===== src/rtl/ev22_isa_pkg.sv =====
// Shared EV22 instruction-set constants: branch-unit opcode encodings (B13..B11)
// and the condition test used by the conditional jumps.
package ev22_isa_pkg;

  localparam logic [2:0] OP_RET  = 3'b000;
  localparam logic [2:0] OP_NOP1 = 3'b001;
  localparam logic [2:0] OP_NOP2 = 3'b010;
  localparam logic [2:0] OP_BSR  = 3'b011;
  localparam logic [2:0] OP_JMP  = 3'b100;
  localparam logic [2:0] OP_JZE  = 3'b101;
  localparam logic [2:0] OP_JNE  = 3'b110;
  localparam logic [2:0] OP_JCY  = 3'b111;

  // Jump condition for the JMP/JZE/JNE/JCY group; 0 for every other opcode.
  function automatic logic jump_cond(input logic [2:0] op, input logic cy,
                                     input logic w_neg, input logic w_zero);
    logic r;
    r = 1'b0;
    case (op)
      OP_JMP:  r = 1'b1;
      OP_JZE:  r = w_zero;
      OP_JNE:  r = w_neg;
      OP_JCY:  r = cy;
      default: r = 1'b0;
    endcase
    return r;
  endfunction

endpackage


===== src/rtl/ret_stack.sv =====
// Return-address LIFO. Push is ignored when full, pop is ignored when empty;
// the owner detects those cases through full_o/empty_o.
module ret_stack #(
  parameter int ADDR_W      = 11,
  parameter int STACK_DEPTH = 4,
  localparam int SP_W       = $clog2(STACK_DEPTH + 1)
) (
  input  logic              clk,
  input  logic              rst_n,
  input  logic              push_i,
  input  logic              pop_i,
  input  logic [ADDR_W-1:0] data_i,
  output logic [ADDR_W-1:0] data_o,
  output logic [SP_W-1:0]   sp_o,
  output logic              full_o,
  output logic              empty_o
);

  localparam int IDX_W = (STACK_DEPTH > 1) ? $clog2(STACK_DEPTH) : 1;

  logic [ADDR_W-1:0] mem_q [STACK_DEPTH];
  logic [SP_W-1:0]   sp_q, sp_d;
  logic [IDX_W-1:0]  wr_idx, rd_idx;
  logic              do_push, do_pop;

  assign full_o  = (sp_q == SP_W'(STACK_DEPTH));
  assign empty_o = (sp_q == '0);
  assign do_push = push_i && !full_o;
  assign do_pop  = pop_i && !empty_o;
  assign wr_idx  = IDX_W'(sp_q);
  assign rd_idx  = IDX_W'(sp_q - 1'b1);
  assign sp_o    = sp_q;

  // Masked when empty so stale entries never leak out.
  assign data_o = empty_o ? '0 : mem_q[rd_idx];

  always_comb begin
    sp_d = sp_q;
    if (do_push)     sp_d = sp_q + 1'b1;
    else if (do_pop) sp_d = sp_q - 1'b1;
  end

  always_ff @(posedge clk or negedge rst_n) begin
    if (!rst_n) sp_q <= '0;
    else        sp_q <= sp_d;
  end

  // Entry storage is deliberately not reset; sp alone defines what is valid.
  always_ff @(posedge clk) begin
    if (do_push) mem_q[wr_idx] <= data_i;
  end

endmodule


===== src/rtl/pc_branch_unit.sv =====
// EV22 program counter with conditional jumps, subroutine call/return through
// ret_stack, and sticky stack overflow/underflow flags.
module pc_branch_unit
  import ev22_isa_pkg::*;
#(
  parameter int DATA_W      = 16,
  parameter int ADDR_W      = 11,
  parameter int STACK_DEPTH = 4,
  parameter int RESET_PC    = 0,
  localparam int SP_W       = $clog2(STACK_DEPTH + 1)
) (
  input  logic              clk,
  input  logic              rst_n,
  input  logic              en,
  input  logic [2:0]        opcode,
  input  logic [ADDR_W-1:0] target,
  input  logic              cy,
  input  logic [DATA_W-1:0] w,
  input  logic              clr_err,
  output logic [ADDR_W-1:0] pc,
  output logic              taken,
  output logic [SP_W-1:0]   sp,
  output logic              stack_ovf,
  output logic              stack_unf
);

  localparam logic [ADDR_W-1:0] RESET_PC_V = ADDR_W'(RESET_PC);

  logic [ADDR_W-1:0] pc_q, pc_d, seq_pc, stk_top;
  logic              taken_q, taken_d;
  logic              ovf_q, ovf_d, unf_q, unf_d;
  logic              push, pop, ovf_set, unf_set;
  logic              stk_full, stk_empty;

  ret_stack #(
    .ADDR_W      (ADDR_W),
    .STACK_DEPTH (STACK_DEPTH)
  ) u_stack (
    .clk     (clk),
    .rst_n   (rst_n),
    .push_i  (push),
    .pop_i   (pop),
    .data_i  (seq_pc),
    .data_o  (stk_top),
    .sp_o    (sp),
    .full_o  (stk_full),
    .empty_o (stk_empty)
  );

  assign seq_pc = pc_q + 1'b1;

  // Next-PC selection; everything here is qualified by en so a stalled step
  // touches neither the stack nor the error flags.
  always_comb begin
    pc_d    = seq_pc;
    taken_d = 1'b0;
    push    = 1'b0;
    pop     = 1'b0;
    ovf_set = 1'b0;
    unf_set = 1'b0;
    if (en) begin
      case (opcode)
        OP_BSR: begin
          if (stk_full) begin
            ovf_set = 1'b1;
          end else begin
            push    = 1'b1;
            pc_d    = target;
            taken_d = 1'b1;
          end
        end
        OP_RET: begin
          if (stk_empty) begin
            unf_set = 1'b1;
          end else begin
            pop     = 1'b1;
            pc_d    = stk_top;
            taken_d = 1'b1;
          end
        end
        default: begin
          if (jump_cond(opcode, cy, w[DATA_W-1], (w == '0))) begin
            pc_d    = target;
            taken_d = 1'b1;
          end
        end
      endcase
    end
  end

  // A flag raised in the same cycle as clr_err stays set.
  assign ovf_d = ovf_set | (ovf_q & ~clr_err);
  assign unf_d = unf_set | (unf_q & ~clr_err);

  always_ff @(posedge clk or negedge rst_n) begin
    if (!rst_n) begin
      pc_q    <= RESET_PC_V;
      taken_q <= 1'b0;
      ovf_q   <= 1'b0;
      unf_q   <= 1'b0;
    end else begin
      if (en) pc_q <= pc_d;
      taken_q <= taken_d;
      ovf_q   <= ovf_d;
      unf_q   <= unf_d;
    end
  end

  assign pc        = pc_q;
  assign taken     = taken_q;
  assign stack_ovf = ovf_q;
  assign stack_unf = unf_q;

endmodule


===== config.mk =====
export PLATFORM = sky130hd
export DESIGN_NAME = pc_branch_unit
export DESIGN_NICKNAME = d
export VERILOG_FILES = /design/src/rtl/ev22_isa_pkg.sv /design/src/rtl/ret_stack.sv /design/src/rtl/pc_branch_unit.sv
export SDC_FILE = /design/constraint.sdc
export NUM_CORES = 1
export LEC_CHECK = 0
export ABC_CLOCK_PERIOD_IN_PS = 6000
export BUFFER_PORTS_ARGS = -buffer_cell sky130_fd_sc_hd__buf_2
export CAP_MARGIN = 15
export CELL_PAD_IN_SITES_DETAIL_PLACEMENT = 0
export CELL_PAD_IN_SITES_GLOBAL_PLACEMENT = 2
export CORE_MARGIN = 2
export CORE_UTILIZATION = 41
export CTS_CLUSTER_SIZE = 14
export DETAILED_ROUTE_END_ITERATION = 8
export PLACE_DENSITY = 0.85
export SYNTH_ARGS = -nofsm -noshare
export SYNTH_HDL_FRONTEND = slang
export SYNTH_HIERARCHICAL = 1
export SYNTH_SLANG_ARGS = --single-unit
export TNS_END_PERCENT = 10

===== constraint.sdc =====
create_clock -name clk -period 6 [get_ports clk]
set_input_delay 0.3 -clock clk [delete_from_list [all_inputs] [get_ports clk]]
set_output_delay 0.3 -clock clk [all_outputs]
set_load 0.02 [all_outputs]

======== Word level (Yosys, flattened, before mapping) ========
Memory sizes are Yosys's and may differ from the RTL's.
Cells that the tools add are included.
storage, ports and cells
  register bits after elaboration ......... 17
  output and inout port bits .............. 17
  RAM bits ................................ 44
  memories ................................ 1
  logic and storage cells ................. 55
  bits of input ports ..................... 35
  bits in latches ......................... 0
  memory bits (read-only) ................. 0
memory list
  memory         depth  width  rd ports  clocked after memory_dff  wr ports  line             text
  u_stack.mem_q  4      11     1         0                         1         ret_stack.sv:21  logic [ADDR_W-1:0] mem_q [STACK_DEPTH];
cells by class
  bitwise logic cells ..................... 5
  magnitude comparators ................... 0
  multipliers ............................. 0
  reductions and logical operators ........ 9
  multiplexer cells ....................... 26
  equality and inequality tests ........... 6
  shift-type cells ........................ 0
  add/subtract/negate cells ............... 3
  divide/modulo/power cells ............... 0
operator list
  kind                                                  count
  2-to-1 mux 11 bit                                     3
  case mux 11 bit (2 select lines)                      1
  2-to-1 mux 1 bit                                      18
  logical NOT 16 bit                                    1
  equality test 3 bit (second input constant)           5
  adder 11 x 1 -> 11 bit (second input constant)        1
  logical NOT 3 bit                                     2
  2-to-1 mux 3 bit                                      2
  case mux 1 bit (4 select lines)                       1
  adder 3 x 1 -> 3 bit (second input constant)          1
  equality test 3 x 2 -> 1 bit (second input constant)  1
  subtractor 3 x 1 -> 3 bit (second input constant)     1
  bitwise AND 1 bit                                     2
  logical AND 1 bit                                     2
  logical NOT 1 bit                                     2
  bitwise OR 1 bit                                      2
  case mux 1 bit (2 select lines)                       1
  nonzero test 2 bit                                    1
  OR reduction 2 bit                                    1
  NOT 1 bit                                             1

======== Depth between registers and ports, before layout ========
Gate-level depths: netlist (run 1).
  depth after elaboration ................. 7
  depth in mapped cells ................... 11
  depth with buffers taken out ............ 8

======== By module ========
The synthesis (run 1) kept the hierarchy.
by module, submodules not included
  module          times used  cells each  seq. area each (um^2)  area an instance (um^2)
  ret_stack       1           100         1396.3                 1940.6
  pc_branch_unit  1           155         350.3                  1249.9

======== Worst setup path before layout (run 1) ========
Ideal clock, no wire load.
  path type ............................... flip-flop to flip-flop
  from .................................... register u_stack.sp_q[0], in the netlist u_stack/sp_o[0]
  to ...................................... memory u_stack.mem_q[3][0] (enable)
  period minus slack after synthesis ...... 3.325 ns
  stages on the path, launching flop included .. 11
  required time ........................... 5.651 ns
  arrival time ............................ 2.976 ns
  setup time .............................. 0.349 ns
  buffers on the path ..................... 3
  setup slack ............................. 2.675 ns
  cells stage by stage .................... dfrtp_1 > buf_6 > inv_1 > ha_1 > and2_1 > nor4bb_1 > clkbuf_1 > and2_1 > a21boi_1 > clkbuf_1 > and2_1
on the way
  word-level cells in the longest chain between the ends .. 7
  elaborated cells between the ends (all ways) .. 8
  those cells by class .................... eq/ne (1); mux (5); reduce/logical (2)
ends and longest elaborated chain
  what                                    line                  text
  start: declaration                      ret_stack.sv:22       logic [SP_W-1:0] sp_q, sp_d;
  start signal: assignment                ret_stack.sv:45       else sp_q <= sp_d;
  equality test 3 bit                     ret_stack.sv:26       assign full_o = (sp_q == SP_W'(STACK_DEPTH));
  named net stk_full                      pc_branch_unit.sv:33  logic stk_full, stk_empty;
  2-to-1 mux 1 bit                        pc_branch_unit.sv:64  if (stk_full) begin
  2-to-1 mux 1 bit                        pc_branch_unit.sv:62  case (opcode)
  2-to-1 mux 1 bit                        pc_branch_unit.sv:61  if (en) begin
  named net push                          pc_branch_unit.sv:32  logic push, pop, ovf_set, unf_set;
  logical AND 1 bit                       ret_stack.sv:28       assign do_push = push_i && !full_o;
  2-to-1 mux 1 bit                        ret_stack.sv:50       if (do_push) mem_q[wr_idx] <= data_i;
  2-to-1 mux 1 bit (not written as such)  ret_stack.sv:50
  end: declaration                        ret_stack.sv:21
The timed path passes the listed nets, and every way through them passes these cells.

======== Worst setup path in the final report (run 1) ========
  from .................................... register u_stack.sp_q[0], in the netlist u_stack/sp_o[0]
  to ...................................... memory u_stack.mem_q[0][1] (enable)
Same word-level chain as after synthesis.

==> impl_metrics.toml, run 1 <==
[power]
pwr-share-comb = 0.375
power.density_mw_per_mm2 = 407
power.switching_uw = 583
internal_power_uw = 937
netSwitchingFraction = 0.384
power.leakage_nw = 1.37
clock_power_share = 0.227
power_frac_seq = 0.398
ir_worst_vdd_mv = 0.263

[yosys]
syn_inst = 255
synth.mux.area_fraction = 0.0824
synth_flop_cell = "edfxtp_1"
synth-seq-area-share = 0.547
synthSimpleGateAreaFrac = 0.161
yosys_warnings = 6
ys_async_sr_fraction = 0.279
synth_compound_area_frac = 0.122
synth_edf_count = 44
avgSynthCellArea_um2 = 12.5
synth_top_family_by_area = "simple AND/OR/NAND/NOR gates"
synth_adder_area_share = 0.0275
synthXorXnorAreaFrac = 0.0275
ys_ff_latch = 61
synth_cell_type_count = 47
syn_area_mm2 = 0.00319
synth_fp_nets = 297

[min_path]
min_from = "clr_err"
min-delay-path-class = "primary input to register"

[clocking]
cts_setup_buffers = 0
cts_max_path_buffers = 2
clockRootBuffer = "clkbuf_8"
htreeDepth = 3
worst_skew_pair.late_latency_ps = 350
clock_sinks = 61
cts.clk_slew.worst_paths_ps = 80
tritoncts = "built"
numCtsBuffers = 9

[routing]
wirelength_um = 7760
dr.pass1.iters = 4
route.vias.total = 2272
drt-initial-drc-count = 174
via_per_inst = 5.50
detail-route-antenna-nets = 0
route.detailed.drc = 0
routedWlPerCell_um = 18.8

[worst_setup_path]
reg2reg_from = "u_stack/sp_o[0]"
crit_path_max_incr_delay_ps = 860
setup.worst_path.start = "u_stack/sp_o[0]"
cp_cell_sequence = "inv_1 -> ha_1 -> and2_1 -> nor4bb_2 -> buf_4 -> and2_1 -> a21boi_1 -> and2_1"
crit_arrival_ps = 3660
cpMaxStageDelayCell = "dfrtp_1"
startpoint_type = "register"
crit_top_cell = "and2_1"
path_class = "register to register"
crit_required_ps = 5980
cp-end-kind = "register"
path_max_fanout = 16

[global_routing]
grt_pass1_vias = 2272
track_usage = 0.195
antenna_found_initial = 0
grt_max_degree = 29
grt_first_pass_wirelength_um = 12200
overflow = 0

[cells_and_area]
nNetsFinal = 348
fillers = 695
drive_gt1_frac = 0.286
antenna_cells = 0
fin_cells = 413
syn_to_final_growth_pct = 17.0

[floorplanning]
initial_utilization = 0.417
io_pins = 52
die_y_um = 92.2
core_mm2 = 0.00765
std_cell_rows = 32
die_area_mm2 = 0.00850
die_w_um = 92.2

[timing]
setup_tns_ps = 0
rsz0062_at_grt = "no"
setup-violations-final = 0
finalHoldViolations = 0
final-max-slew-violation-count = 0
clock.fmax_ghz = 0.271
finalCritPeriodShare = 0.614
worst_hold_slack_ps = 124
relSlewSlack = 0.238
skew_ps = 12.2
min_period_ps = 3680
worst_slew_pin_slew_ps = 1130

[placed_design]
numPortBuffers = 51
hpwl_um = 5540
place.gp.congestion = 0.832
place_inst = 396

[flow_run]
maxCapViolations = 0

[outcome]
status = "completed"
[sequential cells by signal, summed over array words and instances (netlist names)]
| signal | cells |
|---|---|
| stack_ovf | 1 |
| pc | 11 |
| u_stack/sp_o | 3 |
| u_stack/mem_q | 44 |
| stack_unf | 1 |
| taken | 1 |
[worst max-delay path: cells and delay by family, from the launching register on]
| family | cells | cell delay, ps |
|---|---|---|
| compound gates | 1 | 530 |
| fa+ha+maj | 1 | 260 |
| buf+inv | 2 | 440 |
| flops | 1 | 860 |
| simple gates | 4 | 1230 |
[metal layers]
layer  vias up  GRT usage  share of wire
met5         -          0              0
met4         0     0.0634         0.0094
met3         8     0.0435          0.041
met2        57      0.314           0.50
met1      1124      0.262           0.45
li1       1083          -              -
[cells in the final DEF (no fill, tap or decap), types with 2 or more instances in the layout]
master,n
nor4b_1,2
a22oi_1,11
dfrtp_1,17
xnor2_1,5
mux4_2,10
nand4_1,4
or3_1,10
clkbuf_8,9
clkinv_4,2
or4_1,3
o21ai_1,6
a41oi_1,5
xor2_1,5
nor2_1,19
o211ai_1,4
o211ai_2,5
edfxtp_1,44
nor2b_1,15
nand3b_1,2
nand3_1,4
nand4b_1,2
o22ai_1,2
buf_2,51
inv_1,12
ha_1,7
a31oi_1,3
and2_1,6
o221ai_1,2
a21oi_1,6
nand2_1,14
inv_6,3
[cell usage after synthesis, types with 2 or more instances]
cell	n	area (µm²)
or3_1	10	62.6
a31oi_1	3	18.8
nor2_1	19	71.3
a21oi_1	6	30.0
nand4_1	4	25.0
dfrtp_1	17	425
a22oi_1	11	82.6
or4_1	3	22.5
nand2_1	14	52.6
xnor2_1	5	43.8
inv_1	12	45.0
nand4b_1	2	17.5
nand3b_1	2	15.0
o221ai_1	2	17.5
a41oi_1	5	43.8
xor2_1	5	43.8
clkbuf_1	10	37.5
edfxtp_1	44	1320
o22ai_1	2	12.5
nor4b_1	2	17.5
nor2b_1	15	93.8
o21ai_1	6	30.0
mux4_2	10	225
o211ai_1	4	30.0
nor4_1	2	12.5
ha_1	7	87.6
and2_1	6	37.5
o211ai_2	5	62.6
nand3_1	4	20.0
[power groups by stage]
| stage | logic (mW) | registers (mW) | clock network [mW] |
|---|---|---|---|
| 2_1_floorplan | 0.385 | 0.631 | 0 |
| 3_3_place_gp | 0.571 | 0.615 | 0 |
| 3_5_place_dp | 0.569 | 0.616 | 0 |
| 4_1_cts | 0.576 | 0.607 | 0.355 |
| 5_1_grt | 0.622 | 0.617 | 0.375 |
| 6_report | 0.570 | 0.605 | 0.345 |
[cell type report]
type                       count  area, µm²  area share
tap                          102        128      0.0342
inverter                      12       45.0      0.0121
sequential                    61       1750       0.468
clock inverter                 7       62.6      0.0168
multi-input combinational    169       1350       0.363
clock buffer                   9        124      0.0332
timing repair buffer          53        273      0.0731
[timing repair]
action | in CTS | in global routing
gates resized for setup | 0 | 0
hold buffers | 1 | 0
hold endpoints to repair | 17 | 0
[per-stage QoR]
step | power (mW) | instance area, µm² | setup slack [ps] | utilization
3_3_place_gp | 1.19 | 3540 | 2380 | 0.462
4_1_cts | 1.54 | 3730 | 2280 | 0.488
5_1_grt | 1.61 | 3730 | 1990 | 0.488
6_report | 1.52 | 3730 | 2320 | 0.488
3_5_place_dp | 1.19 | 3540 | 2320 | 0.462
2_1_floorplan | 1.02 | 3190 | 2680 | -
[path summary, 6_finish.rpt]
kind                                       end  cells after the start  slack [ps]
setup / recovery           u_stack/mem_q[0][1]                      8        2320
hold / removal                       stack_unf                      2         120
setup reg to reg           u_stack/mem_q[0][1]                      8        2320
hold reg to reg                      stack_ovf                      2         510
max in group asynchronous                pc[6]                      2        5250
min in group asynchronous            stack_unf                      2         430
[logic make-up (layout without fill, tap and decap cells)]
group	Yosys count	after routing
multiplexers	12	12
adder cells (fa/ha/maj)	7	7
buffers and inverters	25	81
flip-flops	61	61
AND/OR/NAND/NOR	90	90
XOR/XNOR	10	10
AO/OA/AOI/OAI	50	50
Note: power is estimated with default switching activity, not from simulation.
==> run 2, diff against run 1 <==
Settings changed: ABC_CLOCK_PERIOD_IN_PS 6000 to 3600, CORE_UTILIZATION 41 to 38, PLACE_DENSITY 0.85 to 0.8.
Clock period 6 ns to 3.6 ns, I/O delays scaled along.
==> impl_metrics.toml, run 2 (same netlist as run 1, synthesis figures left out) <==
[clocking]
clock_sinks = 61
clockRootBuffer = "clkbuf_8"
tritoncts = "built"
worst_skew_pair.late_latency_ps = 330
cts_resized = 0
numCtsBuffers = 9
htreeDepth = 3
cts.clk_slew.worst_paths_ps = 80
cts_max_path_buffers = 2

[worst_setup_path]
crit_arrival_ps = 2840
startpoint_type = "register"
cpMaxStageDelayCell = "and2_1"
r2r_cells = 7
crit_top_cell = "and2_1"
path_max_fanout = 11
crit_required_ps = 3560
r2r_slack_ps = 720
reg2reg_to = "u_stack/mem_q[0][2]"
cp_cell_sequence = "inv_1 -> ha_1 -> and2_1 -> nor4bb_2 -> and2_1 -> a21boi_1 -> and2_1"
reg2reg_from = "u_stack/sp_o[1]"
cp-end-kind = "register"
crit_path_max_incr_delay_ps = 620
path_class = "register to register"

[floorplanning]
die_y_um = 95.6
die_w_um = 95.6
io_pins = 52
die_area_mm2 = 0.00915
std_cell_rows = 33
core_mm2 = 0.00818
initial_utilization = 0.390

[routing]
route.vias.total = 2261
detail-route-antenna-nets = 0
dr.pass1.iters = 4
route.detailed.drc = 0
drt-initial-drc-count = 92
routedWlPerCell_um = 18.5
wirelength_um = 7750
via_per_inst = 5.41

[power]
netSwitchingFraction = 0.358
internal_power_mw = 1.70
power.switching_uw = 950
clock_power_share = 0.254
power_frac_seq = 0.367
pwr-share-comb = 0.379
ir_worst_vdd_mv = 0.328
power.density_mw_per_mm2 = 701
power.leakage_nw = 1.40

[timing]
final-max-slew-violation-count = 0
setup_tns_ps = 0
skew_ps = 10.0
rsz0062_at_grt = "no"
setup-violations-final = 0
finalHoldViolations = 0
finalCritPeriodShare = 0.800
clock.fmax_ghz = 0.347
worst_slew_pin_slew_ps = 1020
fin_ws_ps = 720
min_period_ps = 2880
relSlewSlack = 0.313

[outcome]
status = "completed"

[cells_and_area]
drive_gt1_frac = 0.291
fillers = 749
syn_to_final_growth_pct = 18.7
final_cell_mix = "buf_2, edfxtp_1, nor2_1, dfrtp_1, nor2b_1"
regArea_mm2 = 0.00175
antenna_cells = 0
layout_commonest_cell = "buf_2"
nNetsFinal = 350
multi_input_area_mm2 = 0.00135
regMostFlops = "u_stack/mem_q"
largest_reg_flops = 44

[global_routing]
grt_max_degree = 29
grt_pass1_vias = 2294
grt_first_pass_wirelength_um = 12200
antenna_found_initial = 0
track_usage = 0.183
overflow = 0

[placed_design]
place_ws_ps = 720
place.gp.congestion = 0.757
hpwl_um = 5510
numPortBuffers = 51

[flow_run]
maxCapViolations = 0

[min_path]
min_to = "stack_ovf"
min-delay-path-class = "primary input to register"
min_from = "clr_err"
hold_path_depth = 2
[run 2: critical path: cells and delay by family, from the launching register on]
family          cells  cell delay (ps)
simple gates        4             1300
flops               1              410
buf+inv             1              100
compound gates      1              500
fa+ha+maj           1              200
[run 2: worst max-delay path by stage]
stage,start,to,slack [ps],cells after the start
6_report,u_stack/sp_o[1],u_stack/mem_q[0][2],720,7
5_1_grt,u_stack/sp_o[1],u_stack/mem_q[0][2],490,7
4_1_cts,u_stack/sp_o[1],u_stack/mem_q[0][2],700,7
3_5_place_dp,u_stack/sp_o[1],u_stack/mem_q[0][4],720,7
3_3_place_gp,u_stack/sp_o[1],u_stack/mem_q[0][7],780,7
2_1_floorplan,u_stack/sp_o[0],u_stack/mem_q[3][0],280,10
[run 2: routing by layer]
layer / global-route usage / up-vias / part of all wire
li1: - / 1088 / -
met1: 0.245 / 1106 / 0.44
met2: 0.297 / 54 / 0.50
met3: 0.0387 / 13 / 0.045
met4: 0.0583 / 0 / 0.013
met5: 0 / - / 0
[run 2: power groups by stage]
stage	logic, mW	registers [mW]	clock network, mW
final	1.01	0.973	0.675
after global placement	1.03	0.982	0
after floorplan	0.641	1.05	0
after CTS	1.03	0.972	0.695
after detailed placement	1.01	0.987	0
after global routing	1.11	0.986	0.729
[run 2: metrics by stage]
stage               hold WS (ps)  utilization  instance area [µm²]  instances  power (mW)
finish                      27.8        0.463                 3790        418        2.65
CTS                         16.0        0.463                 3790        418        2.69
global route                26.0        0.463                 3790        418        2.83
detailed placement           158        0.435                 3550        401        2.00
global placement             162        0.435                 3550        401        2.01
floorplan                   -116            -                 3190        255        1.69
[run 2: area by class of cell]
cell class              count  share of cell area
multi-input cells         169               0.357
well taps                 105              0.0347
clock buffers               9              0.0327
inverters                  12              0.0119
clock inverters             7              0.0261
repair buffers             55              0.0760
flip-flops and latches     61               0.461
[run 2: what timing repair did]
| item | CTS | global route |
|---|---|---|
| endpoints found under the hold margin | 17 | 0 |
| setup buffers | 0 | 0 |
| hold buffers | 1 | 0 |
==> run 3, diff against run 2 <==
Settings changed: ABC_CLOCK_PERIOD_IN_PS 3600 to 2800.
Clock period 3.6 ns to 2.8 ns, I/O delays scaled along.
==> impl_metrics.toml, run 3 (same netlist as run 1, synthesis figures left out) <==
[floorplanning]
core_mm2 = 0.00818
initial_utilization = 0.390
die_w_um = 95.6
die_y_um = 95.6
std_cell_rows = 33
die_area_mm2 = 0.00915
io_pins = 52

[min_path]
hold_path_depth = 3
min-delay-path-class = "primary input to register"
min_to = "pc[1]"
min_from = "target[1]"

[worst_setup_path]
crit_path_max_incr_delay_ps = 400
crit_arrival_ps = 2430
cp_cell_sequence = "inv_1 -> ha_1 -> and2_1 -> nor4bb_4 -> and2_1 -> a21boi_1 -> and2_4"
r2r_cells = 7
crit_top_cell = "and2_1"
reg2reg_to = "u_stack/mem_q[0][0]"
reg2reg_from = "u_stack/sp_o[1]"
path_class = "register to register"
cpMaxStageDelayCell = "dfrtp_1"
path_max_fanout = 11
r2r_slack_ps = 400
cp-end-kind = "register"
crit_required_ps = 2830
startpoint_type = "register"

[cells_and_area]
syn_to_final_growth_pct = 20.3
regArea_mm2 = 0.00175
drive_gt1_frac = 0.309
final_cell_mix = "buf_2, edfxtp_1, nor2_1, dfrtp_1, nor2b_1"
antenna_cells = 0
finish.utilization = 0.470
nNetsFinal = 354
multi_input_area_mm2 = 0.00137
layout_commonest_cell = "buf_2"
largest_reg_flops = 44
fillers = 768
regMostFlops = "u_stack/mem_q"

[clocking]
cts.clk_slew.worst_paths_ps = 70
clock_sinks = 61
worst_skew_pair.late_latency_ps = 340
htreeDepth = 3
tritoncts = "built"
numCtsBuffers = 9
cts_resized = 0
ctsHoldBuffers = 2
cts_max_path_buffers = 2
clockRootBuffer = "clkbuf_8"
cts_setup_buffers = 0

[power]
power.switching_mw = 1.24
clock_power_share = 0.254
ir_worst_vdd_mv = 0.342
netSwitchingFraction = 0.359
power.density_mw_per_mm2 = 896
internal_power_mw = 2.20
power_mw = 3.44
power_frac_seq = 0.364
pwr-share-comb = 0.383
power.leakage_nw = 1.42

[global_routing]
antenna_found_initial = 0
use_met1 = 0.243
overflow = 0
met2_usage = 0.294
busiest_layer = "met2"
met3_usage = 0.0522
grt_max_degree = 29
grt_pass1_vias = 2247
grt_first_pass_wirelength_um = 12000
track_usage = 0.183

[timing]
fin_ws_ps = 400
relSlewSlack = 0.538
final-max-slew-violation-count = 0
setup-violations-final = 0
finalHoldViolations = 0
setup_tns_ps = 0
clock.fmax_ghz = 0.417
rsz0062_at_grt = "no"
skew_ps = 10.5
worst_hold_slack_ps = 140
finalCritPeriodShare = 0.857
min_period_ps = 2400
worst_slew_pin_slew_ps = 688

[routing]
routedWlPerCell_um = 18.8
detail-route-antenna-nets = 0
route.vias.total = 2334
drt-initial-drc-count = 105
via_per_inst = 5.53
wirelength_um = 7930
route.detailed.drc = 0
dr.pass1.iters = 4

[placed_design]
numPortBuffers = 51
place.gp.congestion = 0.778
place_ws_ps = 408
hpwl_um = 5550

[flow_run]
maxCapViolations = 0

[outcome]
status = "completed"
-- run 3: cell types whose count changed in the layout (fill, tap and decap cells not counted), sizes merged --
cell	change
buf	+3
dlygate4sd3	+1
-- run 3: layout make-up --
type	count	share of cell area
flip-flops and latches	61	0.455
clock buffers	9	0.0323
multi-input cells	169	0.358
repair buffers	59	0.0834
clock inverters	7	0.0254
well taps	105	0.0342
inverters	12	0.0117
-- run 3: stage by stage --
step           cell area, µm²  std cells
6_report                 3840        422
3_5_place_dp             3600        404
3_3_place_gp             3600        404
2_1_floorplan            3220        255
4_1_cts                  3840        422
5_1_grt                  3840        422
-- run 3: critical path: cells and delay by family (launching register included) --
family          cells  cell delay [ps]
simple gates        4             1030
buf+inv             1              100
compound gates      1              370
fa+ha+maj           1              200
flops               1              400
-- run 3: metal layers --
layer | up-vias | part of all wire
met5 | - | 0
met4 | 0 | 0.0045
met3 | 5 | 0.055
met2 | 76 | 0.49
met1 | 1159 | 0.45
li1 | 1094 | -
-- run 3: power by group through the flow --
stage,combinational [mW],sequential [mW],clock (mW)
6_report,1.32,1.25,0.872
5_1_grt,1.44,1.27,0.934
4_1_cts,1.34,1.25,0.891
3_5_place_dp,1.31,1.27,0
3_3_place_gp,1.32,1.27,0
2_1_floorplan,0.837,1.35,0
-- run 3: how the worst max path moves through the flow --
stage,startpoint,end,slack [ps],depth (start not counted)
after floorplan,u_stack/sp_o[0],u_stack/mem_q[1][0],50,10
after global placement,u_stack/sp_o[1],u_stack/mem_q[2][5],490,7
after detailed placement,u_stack/sp_o[1],u_stack/mem_q[0][6],410,7
after CTS,u_stack/sp_o[1],u_stack/mem_q[0][9],380,7
after global routing,u_stack/sp_o[1],u_stack/mem_q[3][8],210,7
final,u_stack/sp_o[1],u_stack/mem_q[0][0],400,7
